--- src/rtl/bus_trace_buffer_if.sv ---
// Bus bundle for the trace buffer: the CPU address/data bus and strobes
// it observes, plus the valid/ready pop port used to drain captured entries.
interface bus_trace_buffer_if #(
    parameter int ADDR_WIDTH = 16,
    parameter int DATA_WIDTH = 8,
    parameter int TS_WIDTH   = 16
);
    localparam int ENTRY_WIDTH = TS_WIDTH + 1 + ADDR_WIDTH + DATA_WIDTH;

    logic [ADDR_WIDTH-1:0]  addr_bus;
    logic [DATA_WIDTH-1:0]  data_bus;
    logic                   mem_read;
    logic                   mem_write;
    logic                   halt;
    logic                   out_ready;
    logic                   out_valid;
    logic [ENTRY_WIDTH-1:0] out_data;

    // CPU side / trace consumer: drives the bus and pops entries
    modport master (
        output addr_bus, data_bus, mem_read, mem_write, halt, out_ready,
        input  out_valid, out_data
    );

    // Trace buffer: watches the bus and presents the oldest entry
    modport slave (
        input  addr_bus, data_bus, mem_read, mem_write, halt, out_ready,
        output out_valid, out_data
    );
endinterface

--- src/rtl/bus_trace_buffer.sv ---
// Synthesizable bus-transaction recorder. Captures CPU reads/writes into a
// circular buffer with a saturating cycle stamp, supports stop-on-full or
// wrap, an address trigger with post-trigger depth and halt-stop, and
// drains oldest-first once capture is DONE.
module bus_trace_buffer #(
    parameter int ADDR_WIDTH = 16,
    parameter int DATA_WIDTH = 8,
    parameter int DEPTH      = 16,
    parameter int TS_WIDTH   = 16,
    parameter int POST_COUNT = 4
) (
    input  logic                    clk,
    input  logic                    reset,
    bus_trace_buffer_if.slave       bus,
    input  logic                    arm,
    input  logic                    mode_wrap,
    input  logic                    trig_en,
    input  logic [ADDR_WIDTH-1:0]   trig_addr,
    output logic [$clog2(DEPTH):0]  count,
    output logic [1:0]              state_out,
    output logic                    overflow,
    output logic                    triggered
);
    localparam int PTR_W   = $clog2(DEPTH);
    localparam int CNT_W   = PTR_W + 1;
    localparam int ENTRY_W = TS_WIDTH + 1 + ADDR_WIDTH + DATA_WIDTH;

    localparam logic [CNT_W-1:0] DEPTH_C = CNT_W'(DEPTH);
    localparam logic [CNT_W-1:0] POST_C  = CNT_W'(POST_COUNT);

    typedef enum logic [1:0] {
        IDLE    = 2'd0,
        CAPTURE = 2'd1,
        DONE    = 2'd2
    } state_t;

    state_t                state_q, state_d;
    logic [ENTRY_W-1:0]    mem [DEPTH];
    logic [PTR_W-1:0]      wr_ptr, rd_ptr;
    logic [CNT_W-1:0]      count_q;
    logic [CNT_W-1:0]      post_cnt;
    logic [TS_WIDTH-1:0]   stamp;
    logic                  wrap_q;
    logic                  trig_en_q;
    logic [ADDR_WIDTH-1:0] trig_addr_q;
    logic                  overflow_q;
    logic                  triggered_q;

    logic record;
    logic full;
    logic trig_hit;
    logic post_done;
    logic stop_full;
    logic start;
    logic pop;
    logic head_valid;

    // A recorded transaction is any strobe seen while capturing. The trigger
    // only fires once per capture; later matching addresses just count down.
    // A pop in DONE loses to a simultaneous arm, which restarts capture.
    always_comb begin
        record     = (state_q == CAPTURE) && (bus.mem_read || bus.mem_write);
        full       = (count_q == DEPTH_C);
        trig_hit   = record && trig_en_q && !triggered_q && (bus.addr_bus == trig_addr_q);
        post_done  = record && ((trig_hit && (POST_C == '0)) ||
                                (triggered_q && (post_cnt == CNT_W'(1))));
        stop_full  = record && !wrap_q && (count_q == DEPTH_C - 1'b1);
        start      = arm && (state_q != CAPTURE);
        head_valid = (state_q == DONE) && (count_q != '0);
        pop        = head_valid && bus.out_ready && !arm;
    end

    // State register
    always_ff @(posedge clk or negedge reset) begin
        if (!reset) state_q <= IDLE;
        else        state_q <= state_d;
    end

    // Next-state: arm starts capture from IDLE or DONE; halt, post-trigger
    // exhaustion or a full stop-mode buffer ends it on the same edge.
    always_comb begin
        state_d = state_q;
        case (state_q)
            IDLE:    if (arm) state_d = CAPTURE;
            CAPTURE: if (bus.halt || post_done || stop_full) state_d = DONE;
            DONE:    if (arm) state_d = CAPTURE;
            default: state_d = IDLE;
        endcase
    end

    // Pointers, occupancy, stamp, trigger bookkeeping and sticky flags
    always_ff @(posedge clk or negedge reset) begin
        if (!reset) begin
            wr_ptr      <= '0;
            rd_ptr      <= '0;
            count_q     <= '0;
            post_cnt    <= '0;
            stamp       <= '0;
            wrap_q      <= 1'b0;
            trig_en_q   <= 1'b0;
            trig_addr_q <= '0;
            overflow_q  <= 1'b0;
            triggered_q <= 1'b0;
        end else if (start) begin
            wr_ptr      <= '0;
            rd_ptr      <= '0;
            count_q     <= '0;
            post_cnt    <= '0;
            stamp       <= '0;
            wrap_q      <= mode_wrap;
            trig_en_q   <= trig_en;
            trig_addr_q <= trig_addr;
            overflow_q  <= 1'b0;
            triggered_q <= 1'b0;
        end else begin
            if (state_q == CAPTURE) begin
                if (stamp != '1) stamp <= stamp + 1'b1;
                if (record) begin
                    wr_ptr <= wr_ptr + 1'b1;
                    if (full) begin
                        rd_ptr     <= rd_ptr + 1'b1;
                        overflow_q <= 1'b1;
                    end else begin
                        count_q <= count_q + 1'b1;
                    end
                    if (trig_hit) begin
                        triggered_q <= 1'b1;
                        post_cnt    <= POST_C;
                    end else if (triggered_q && (post_cnt != '0)) begin
                        post_cnt <= post_cnt - 1'b1;
                    end
                end
            end
            if (pop) begin
                rd_ptr  <= rd_ptr + 1'b1;
                count_q <= count_q - 1'b1;
            end
        end
    end

    // Entry storage; contents need no reset because the output is gated
    always_ff @(posedge clk) begin
        if (record) mem[wr_ptr] <= {stamp, bus.mem_write, bus.addr_bus, bus.data_bus};
    end

    // Output view of the head entry and status
    always_comb begin
        bus.out_valid = head_valid;
        bus.out_data  = head_valid ? mem[rd_ptr] : '0;
        count         = count_q;
        state_out     = state_q;
        overflow      = overflow_q;
        triggered     = triggered_q;
    end
endmodule

--- src/flat_wrapper.sv ---
// flat-port wrapper written by rule: the top's interface ports become plain ports
module bus_trace_buffer_flat 
#(
    parameter int ADDR_WIDTH = 16,
    parameter int DATA_WIDTH = 8,
    parameter int DEPTH      = 16,
    parameter int TS_WIDTH   = 16,
    parameter int POST_COUNT = 4
)
  (clk, reset, arm, mode_wrap, trig_en, trig_addr, count, state_out, overflow, triggered, bus_addr_bus, bus_data_bus, bus_mem_read, bus_mem_write, bus_halt, bus_out_ready, bus_out_valid, bus_out_data);
  bus_trace_buffer_if #(.ADDR_WIDTH(ADDR_WIDTH), .DATA_WIDTH(DATA_WIDTH), .TS_WIDTH(TS_WIDTH)) bus_i ();
  input  logic clk;
  input  logic reset;
  input  logic arm;
  input  logic mode_wrap;
  input  logic trig_en;
  input  logic [ADDR_WIDTH-1:0] trig_addr;
  output logic [$clog2(DEPTH):0] count;
  output logic [1:0] state_out;
  output logic overflow;
  output logic triggered;
  input wire logic [$bits(bus_i.addr_bus)-1:0] bus_addr_bus;
  input wire logic [$bits(bus_i.data_bus)-1:0] bus_data_bus;
  input wire logic [$bits(bus_i.mem_read)-1:0] bus_mem_read;
  input wire logic [$bits(bus_i.mem_write)-1:0] bus_mem_write;
  input wire logic [$bits(bus_i.halt)-1:0] bus_halt;
  input wire logic [$bits(bus_i.out_ready)-1:0] bus_out_ready;
  output wire logic [$bits(bus_i.out_valid)-1:0] bus_out_valid;
  output wire logic [$bits(bus_i.out_data)-1:0] bus_out_data;
  assign bus_i.addr_bus = bus_addr_bus;
  assign bus_i.data_bus = bus_data_bus;
  assign bus_i.mem_read = bus_mem_read;
  assign bus_i.mem_write = bus_mem_write;
  assign bus_i.halt = bus_halt;
  assign bus_i.out_ready = bus_out_ready;
  assign bus_out_valid = bus_i.out_valid;
  assign bus_out_data = bus_i.out_data;
  bus_trace_buffer #(.ADDR_WIDTH(ADDR_WIDTH), .DATA_WIDTH(DATA_WIDTH), .DEPTH(DEPTH), .TS_WIDTH(TS_WIDTH), .POST_COUNT(POST_COUNT)) u_core (.clk(clk), .reset(reset), .bus(bus_i), .arm(arm), .mode_wrap(mode_wrap), .trig_en(trig_en), .trig_addr(trig_addr), .count(count), .state_out(state_out), .overflow(overflow), .triggered(triggered));
endmodule
--- config.mk ---
export PLATFORM = sky130hd
export DESIGN_NAME = bus_trace_buffer_flat
export DESIGN_NICKNAME = d
export VERILOG_FILES = /design/src/rtl/bus_trace_buffer_if.sv /design/src/rtl/bus_trace_buffer.sv /design/src/flat_wrapper.sv
export SDC_FILE = /design/constraint.sdc
export NUM_CORES = 1
export LEC_CHECK = 0
export ABC_AREA = 1
export CAP_MARGIN = 20
export CORE_MARGIN = 3
export CORE_UTILIZATION = 50
export DETAILED_ROUTE_END_ITERATION = 6
export PLACE_DENSITY = 0.76
export SLEW_MARGIN = 20
export SYNTH_ARGS = -nofsm -noshare
export SYNTH_HDL_FRONTEND = slang
export SYNTH_SLANG_ARGS = --single-unit
--- constraint.sdc ---
create_clock -name clk -period 3 [get_ports clk]
set_input_delay 0.75 -clock clk [delete_from_list [all_inputs] [get_ports clk]]
set_output_delay 0.75 -clock clk [all_outputs]
set_load 0.005 [all_outputs]
Yosys cells after proc, flatten, opt, wreduce, memory -nomap -nowiden
Memory sizes are Yosys's and may differ from the RTL's. Index checks and enable logic that the tools add are counted.

Output and inout port bits: 51. Register bits after elaboration: 56. Input port bits: 49. Memories: 1. Word-level logic and storage cells: 104. RAM bits: 656.

Memory list: u_core.mem (depth 16, bits a word 41, read ports 1, clocked after Yosys merged registers in 0, write ports 1, line bus_trace_buffer.sv:38) `logic [ENTRY_W-1:0] mem [DEPTH];`.

Reductions and logical operators: 40. Muxes and demuxes: 35. Eq/ne operators: 11. Add/sub/neg operators: 6.

Operator list (number): 5-bit 2-to-1 mux (10); 16-bit 2-to-1 mux (3); 41-bit 2-to-1 mux (1); 4-bit 2-to-1 mux (8); 16-bit by 1-bit adder with 16-bit output, second input constant (1); 16-bit equality test (1); 16-bit != test, second input constant (1); 3-bit AND reduction (5); 1-bit logical AND (13); 3-bit nonzero test (4); 1-bit 2-to-1 mux (10); 2-bit nonzero test (5); 5-bit nonzero test (2); 5-bit by 1-bit subtractor with 5-bit output, second input constant (2); 4-bit by 1-bit adder with 4-bit output, second input constant (2); 2-bit AND reduction (3); 5-bit by 1-bit adder with 5-bit output, second input constant (1); 5-bit by 1-bit equality test with 1-bit output, second input constant (1); 5-bit by 4-bit equality test with 1-bit output, second input constant (1); 5-bit equality test, second input constant (1); 2-bit 2-to-1 mux (2); 2-bit by 1-bit != test with 1-bit output, second input constant (2); 2-bit one-hot mux with 2 select lines (1); 1-bit zero test (3); 7 further kinds (9).

Longest topological paths before layout
Gate-level depths: netlist of run 1.

Depth after elaboration: 9. Mapped depth: 15. Gate-level depth less buffers: 15.

Worst setup path after synthesis of run 1
No wires, ideal clock.

Path type: in2reg. Start: in bus_mem_write. End: mem u_core.mem[11][0] (netlist bit) (enable). Stages on the path: 5. Setup time: 440 ps. Data arrival time: 2956 ps. Path buffers: 0. Slack: -396 ps. Required time: 2560 ps. Cell sequence: or2_2 > nand2_4 > inv_1 > nand2_1 > nor2_1.

Longest elaborated chain between the ends: 4.

Ends and longest elaborated chain: from (decl) (line flat_wrapper.sv:25) `input wire logic [$bits(bus_i.mem_write)-1:0] bus_mem_write;`; 1-bit logical OR (line bus_trace_buffer.sv:62) `record = (state_q == CAPTURE) && (bus.mem_read || bus.mem_write);`; 1-bit logical AND (line bus_trace_buffer.sv:62); 1-bit 2-to-1 mux (line bus_trace_buffer.sv:143) `if (record) mem[wr_ptr] <= {stamp, bus.mem_write, bus.addr_bus, bus.data_bus};`; 1-bit 2-to-1 mux (not written as such) (line bus_trace_buffer.sv:143); to (decl) (line bus_trace_buffer.sv:38).

Every way passes these cells.

Final worst setup path of run 1
Start: reg u_core.rd_ptr[0]. End: out bus_out_data[36].

Longest elaborated chain between the ends: 2.

Ends and longest elaborated chain: from (decl) (line bus_trace_buffer.sv:39) `logic [PTR_W-1:0] wr_ptr, rd_ptr;`; from (signal assigned) (line bus_trace_buffer.sv:121) `rd_ptr <= rd_ptr + 1'b1;`; from (signal assigned) (line bus_trace_buffer.sv:135) `rd_ptr <= rd_ptr + 1'b1;`; memory read 16 x 41 bit; 41-bit 2-to-1 mux (line bus_trace_buffer.sv:149) `bus.out_data = head_valid ? mem[rd_ptr] : '0;`; to (decl) (line flat_wrapper.sv:29) `output wire logic [$bits(bus_i.out_data)-1:0] bus_out_data;`.

Every way passes these cells.

==> results of run 1 <==
[area by class of cell]
type / count / area share, %
Multi-Input combinational cell: 1438 / 20.3
Inverter: 129 / 1.38
Sequential cell: 712 / 58.0
Clock inverter: 43 / 1.29
Clock buffer: 84 / 5.24
Timing Repair Buffer: 345 / 11.2
Tap cell: 756 / 2.60
[layer usage]
layer	GRT usage, %	vias up	share of wire, %
met5	0	-	0
met3	5.29	297	11
met4	11.3	0	4.8
met1	34.1	10200	36
li1	-	9160	-
met2	43.4	1495	48
[registers in the layout, indices dropped and copies added (netlist names)]
signal	count
u_core.triggered	1
u_core.post_cnt	5
u_core.wrap_q	1
u_core.count	5
u_core.stamp	16
u_core.mem	656
u_core.trig_addr_q	16
u_core.rd_ptr	4
u_core.trig_en_q	1
u_core.wr_ptr	4
u_core.state_out	2
u_core.overflow	1
[layout by cell type (no fill, tap or decap), types with 16 or more instances in the layout]
cell             instances
buf_6                   34
clkdlybuf4s50_1         57
buf_2                   35
o211ai_1                48
edfxtp_1               656
dfrtp_1                 52
o21ai_1                 77
clkinv_1                16
nand3_1                 97
nor2_1                 281
nand2_1                416
o211ai_2                20
clkbuf_16               83
inv_1                  117
nor3_1                  18
nor2_2                  23
a21oi_1                 69
a31oi_1                 33
nor2_4                  25
nand4_1                 43
buf_4                  122
buf_12                  58
a21oi_2                 35
o21ai_0                164
[where the power goes]
part / internal (W) / switching, W
clock: 0.00527 / 0.00382
sequential: 0.0113 / 0.000259
combinational: 0.00429 / 0.00582
[kinds of logic after synthesis]
logic type               after synthesis  synth area share (%)
AND/OR/NAND/NOR                      932                  13.3
flip-flops                           712                  72.2
AO/OA/AOI/OAI                        480                  9.43
buffers and inverters                264                  4.16
XOR/XNOR                              15                 0.449
adder cells (fa/ha/maj)               11                 0.471
[through the flow]
stage / total power (W) / TNS, ns / hold slack (ns) / cells / cell area, um^2
floorplan: 0.0161 / -160.96 / 0.443 / 2414 / 29200
global placement: 0.0190 / -0.0676 / 0.458 / 3284 / 32400
detailed placement: 0.0193 / -0.110 / 0.461 / 3284 / 32400
CTS: 0.0295 / -12.70 / 0.141 / 3461 / 35700
global route: 0.0319 / -14.04 / 0.175 / 3507 / 36400
finish: 0.0308 / -10.48 / 0.152 / 3507 / 36400
[final timing paths]
check | from | endpoint | slack (ns) | depth (start not counted)
hold reg to reg | u_core.trig_en_q$_DFFE_PN0P_ | u_core.trig_en_q$_DFFE_PN0P_ | 0.47 | 2
min in group clk | u_core.trig_en_q$_DFFE_PN0P_ | u_core.trig_en_q$_DFFE_PN0P_ | 0.47 | 2
hold / removal | reset | u_core.trig_addr_q[13]$_DFFE_PN0P_ | 0.15 | 1
setup reg to reg | u_core.stamp[8]$_DFFE_PN0P_ | u_core.stamp[10]$_DFFE_PN0P_ | 0.68 | 10
max in group asynchronous | reset | u_core.trig_addr_q[5]$_DFFE_PN0P_ | 2.18 | 2
setup / recovery | u_core.rd_ptr[0]$_DFFE_PN0P_ | bus_out_data[36] | -0.37 | 8
[timing repair]
action                     in CTS  in global routing
pin swaps                      36                 71
cloned                         11                 12
gates resized for setup       235                147
setup buffers                  39                 39
setup endpoints to repair      42                 42
[critical path, stage by stage, from the launching register on]
cell,delay [ns]
dfrtp_4,0.57
buf_8,0.18
buf_6,0.12
clkbuf_16,0.15
clkbuf_16,0.17
o21ai_0,0.25
nand4_1,0.15
a21oi_2,0.24
buf_4,0.16
==> flow_metrics.env, run 1 <==
export IMPL_fin_crit_sh_pct=112
export IMPL_cts_tree="built"
export IMPL_yosys_warnings=0
export IMPL_syn_to_final_growth_pct=24.5
export IMPL_drt_wl_total_mm=84.8
export IMPL_fillers=3806
export IMPL_ir_drop_mv=0.488
export IMPL_p_leak_nw=13.4
export IMPL_ctsRootBufferMaster="clkbuf_16"
export IMPL_grt_overflow_total=0
export IMPL_synth_async_sr_flop_share_pct=7.87
export IMPL_required_ns=2.25
export IMPL_finalMaxSlewViolations=0
export IMPL_track_usage_pct=26.3
export IMPL_syn_cell_area_um2=29200
export IMPL_fin_crit_ns=3.37
export IMPL_cellPowerDensity_nw_per_um2=845
export IMPL_critPathArrivalTime_ns=2.62
export IMPL_dominantRegCellSynth="edfxtp_1"
export IMPL_grt_pass1_vias=20500
export IMPL_antenna_found_initial=0
export IMPL_grt_first_pass_wirelength_mm=121
export IMPL_via_per_inst=6.03
export IMPL_multiInputGateArea_um2=7390
export IMPL_place_congestion=0.812
export IMPL_drt_pass1_iter_count=6
export IMPL_initial_core_util_pct=51.1
export IMPL_postSynthCellCount=2414
export IMPL_cts_buffers=73
export IMPL_htreeDepth=3
export IMPL_nets=2759
export IMPL_num_antenna_cells=0
export IMPL_drc=0
export IMPL_drt_iter0_drc=3229
export IMPL_final_hold_violation_count=0
export IMPL_ant_nets=0
export IMPL_hp_class="input pin to async pin"
export IMPL_die_w_um=248
export IMPL_yosysTopAreaCellShare_pct=67.4
export IMPL_grt_max_degree=43
export IMPL_cts_sinks=712
export IMPL_die_h_um=248
export IMPL_ys_seq_area_share_pct=72.2
export IMPL_crit_type="register to primary output"
export IMPL_core_area_um2=57100
export IMPL_start_kind="register"
export IMPL_clock_path_buffers=3
export IMPL_setup_ws_ns=-0.372
export IMPL_drv_cap=0
export IMPL_rows=87
export IMPL_status="finished with violations"
export IMPL_synthTopCellsByArea="edfxtp_1, nand2_1, dfrtp_1"
export IMPL_clkTransAtPathRegs_ns=0.07
export IMPL_drive_above_1_share_pct=20.1
export IMPL_area_sequential_um2=21100
export IMPL_synth_edf_count=656
export IMPL_violations="setup timing"
export IMPL_yosysMostFrequentCell="edfxtp_1"
export IMPL_cp_max_fo=10
export IMPL_ys_top_cells_by_count="edfxtp_1, nand2_1, nor2_1, o21ai_0, inv_1"
export IMPL_slew_headroom_pct=52.1
export IMPL_synth_cell_types=38
export IMPL_pre_cts_ws_ns=-0.0608
export IMPL_clock_latency_ns=0.63
export IMPL_port_buffers=99
export IMPL_routedWlPerCell_um=24.2
export IMPL_synth_seq_cells=712
export IMPL_hpwl_mm=43.1
export IMPL_dieArea_um2=61400
export IMPL_synth_net_count=2474
export IMPL_synth_top_cell_by_area="edfxtp_1"
export IMPL_cp_end_kind="primary output"
export IMPL_setup_viol=41
export IMPL_max_freq_ghz=0.297
export IMPL_ios=100
export IMPL_rsz0062_at_grt="yes"
export IMPL_num_vias=21200
export IMPL_postLayoutCoreUtil_pct=63.7
export IMPL_avgSynthCellArea_um2=12.1
export IMPL_postCtsHoldBufs=0
export IMPL_worst_slew_pin_slew_ns=0.719
export IMPL_skew_ns=0.0429
Note: power is estimated with default switching activity, not from simulation.
==> inputs of run 2 (changes only) <==
CORE_UTILIZATION = 55   (was 50)
PLACE_DENSITY = 0.82   (was 0.76)
==> run 2 against run 1 <==
Design area is 2.2% higher. Setup slack lost 0.23 ns. Clock-buffer cell count stayed put. Power is 6.4% higher. First-iteration DRC count grew 38%. The flow still finishes with violations (setup timing). Routed wire length increased by 17%. Sequential cell count stayed put.
==> flow_metrics.env, run 2 (synthesized netlist as in run 1, its figures left out) <==
export IMPL_cellPowerDensity_nw_per_um2=880
export IMPL_drt_pass1_iter_count=7
export IMPL_final_cell_mix="edfxtp_1, nand2_1, nor2_1"
export IMPL_grt_pass1_vias=22500
export IMPL_r2r_cells=10
export IMPL_drive_above_1_share_pct=23.1
export IMPL_violations="setup timing"
export IMPL_drv_cap=0
export IMPL_status="finished with violations"
export IMPL_required_ns=2.25
export IMPL_grt_first_pass_wirelength_mm=133
export IMPL_core_area_um2=51900
export IMPL_fin_crit_sh_pct=120
export IMPL_clock_path_buffers=3
export IMPL_busiest_layer="met2"
export IMPL_rows=83
export IMPL_via_per_inst=6.74
export IMPL_p_leak_nw=13.8
export IMPL_place_congestion=0.822
export IMPL_ios=100
export IMPL_critPathArrivalTime_ns=2.85
export IMPL_fin_crit_ns=3.60
export IMPL_hp_class="input pin to async pin"
export IMPL_largest_reg_flops=656
export IMPL_clkTransAtPathRegs_ns=0.06
export IMPL_worst_slew_pin_slew_ns=0.774
export IMPL_cts_tree="built"
export IMPL_max_freq_ghz=0.278
export IMPL_die_w_um=237
export IMPL_antenna_found_initial=1
export IMPL_ant_nets=0
export IMPL_pre_cts_ws_ns=-0.0793
export IMPL_crit_type="register to primary output"
export IMPL_final_hold_violation_count=0
export IMPL_slew_headroom_pct=48.4
export IMPL_finalPower_w=0.0327
export IMPL_tns_ns=-15.79
export IMPL_cts_buffers=73
export IMPL_clock_latency_ns=0.66
export IMPL_finalMaxSlewViolations=0
export IMPL_rsz0062_at_grt="yes"
export IMPL_drt_iter0_drc=4466
export IMPL_reg_top3="u_core.mem x656, u_core.stamp x16, u_core.trig_addr_q x16"
export IMPL_die_h_um=237
export IMPL_syn_to_final_growth_pct=27.2
export IMPL_initial_core_util_pct=56.3
export IMPL_drt_wl_total_mm=99.1
export IMPL_grt_overflow_total=0
export IMPL_drc=0
export IMPL_setup_viol=41
export IMPL_ff2ff_setup_slack_ns=0.34
export IMPL_track_usage_pct=31.4
export IMPL_num_vias=23500
export IMPL_routedWlPerCell_um=28.5
export IMPL_port_buffers=99
export IMPL_placed_cells=3213
export IMPL_grt_max_degree=71
export IMPL_cp_max_fo=6
export IMPL_dieArea_um2=55900
export IMPL_skew_ns=0.0366
export IMPL_hpwl_mm=44.8
export IMPL_ir_drop_mv=0.583
export IMPL_cts_sinks=712
export IMPL_nets=2801
export IMPL_top_register="u_core.mem"
export IMPL_cp_end_kind="primary output"
export IMPL_ctsRootBufferMaster="clkbuf_16"
export IMPL_layout_commonest_cell="edfxtp_1"
export IMPL_setup_ws_ns=-0.600
export IMPL_grt_met3_usage_pct=6.88
export IMPL_start_kind="register"
export IMPL_postCtsHoldBufs=0
export IMPL_final_cells=3479
export IMPL_htreeDepth=3
export IMPL_met2_usage_pct=50.6
export IMPL_grt_util_met1_pct=39.1
[run 2: changes by cell type in the layout (fill, tap and decap cells not counted), sizes merged]
cell / delta
bufinv: -1
clkinv: +5
bufbuf: -1
clkbuf: -1
diode: +1
buf: +43
inv: +2
[run 2: final timing paths]
path | endpoint | startpoint
worst max-delay path | bus_out_data[25] | u_core.rd_ptr[0]$_DFFE_PN0P_
worst min-delay path | u_core.post_cnt[2]$_DFFE_PN0P_ | reset
worst max register to register | u_core.stamp[13]$_DFFE_PN0P_ | u_core.stamp[4]$_DFFE_PN0P_
worst min register to register | u_core.trig_en_q$_DFFE_PN0P_ | u_core.trig_en_q$_DFFE_PN0P_
max in group asynchronous | u_core.trig_addr_q[4]$_DFFE_PN0P_ | reset
min in group clk | u_core.trig_en_q$_DFFE_PN0P_ | u_core.trig_en_q$_DFFE_PN0P_
[run 2: worst max-delay path, cell delays in order (launching register included)]
cell	delay [ns]
dfrtp_4	0.46
buf_12	0.15
buf_4	0.20
clkbuf_16	0.18
nand2_1	0.13
nand3_1	0.18
nand2_1	0.12
a31oi_2	0.24
nand2_1	0.11
a21oi_2	0.18
buf_6	0.15
buf_6	0.09
[run 2: layer usage]
metal | wire [um] | up-vias
met3 | 14000 | 677
met5 | 0 | -
met1 | 31400 | 11000
li1 | - | 9244
met4 | 7650 | 0
met2 | 46000 | 2511
[run 2: report_power, final]
part	internal [W]	leakage, nW	switching (W)
clock	0.00515	1.17	0.00412
combinational	0.00511	5.68	0.00678
sequential	0.0113	6.93	0.000250
[run 2: repair_timing]
action                     4_1_cts  5_1_grt
gates cloned                    20       13
pin swaps                      115      135
setup endpoints to repair       42       42
setup buffers                   69       50
resized for setup              348      163
[run 2: cell type report]
type                       instances  area [um^2]
sequential                       712        21100
fill                            2882        14700
multi-input combinational       1438         7620
timing repair buffer             386         4700
clock buffer                      84         1870
tap                              680          851
clock inverter                    48          517
inverter                         129          505
timing repair inverter             1         16.3
antenna                            1         2.50
[run 2: through the flow]
stage / hold slack, ns / utilization [%] / cell area, um^2
global placement: 0.456 / 62.2 / 32300
CTS: 0.162 / 69.8 / 36200
finish: 0.154 / 71.6 / 37200
global route: 0.194 / 71.6 / 37200
floorplan: 0.443 / - / 29200
detailed placement: 0.461 / 62.2 / 32300
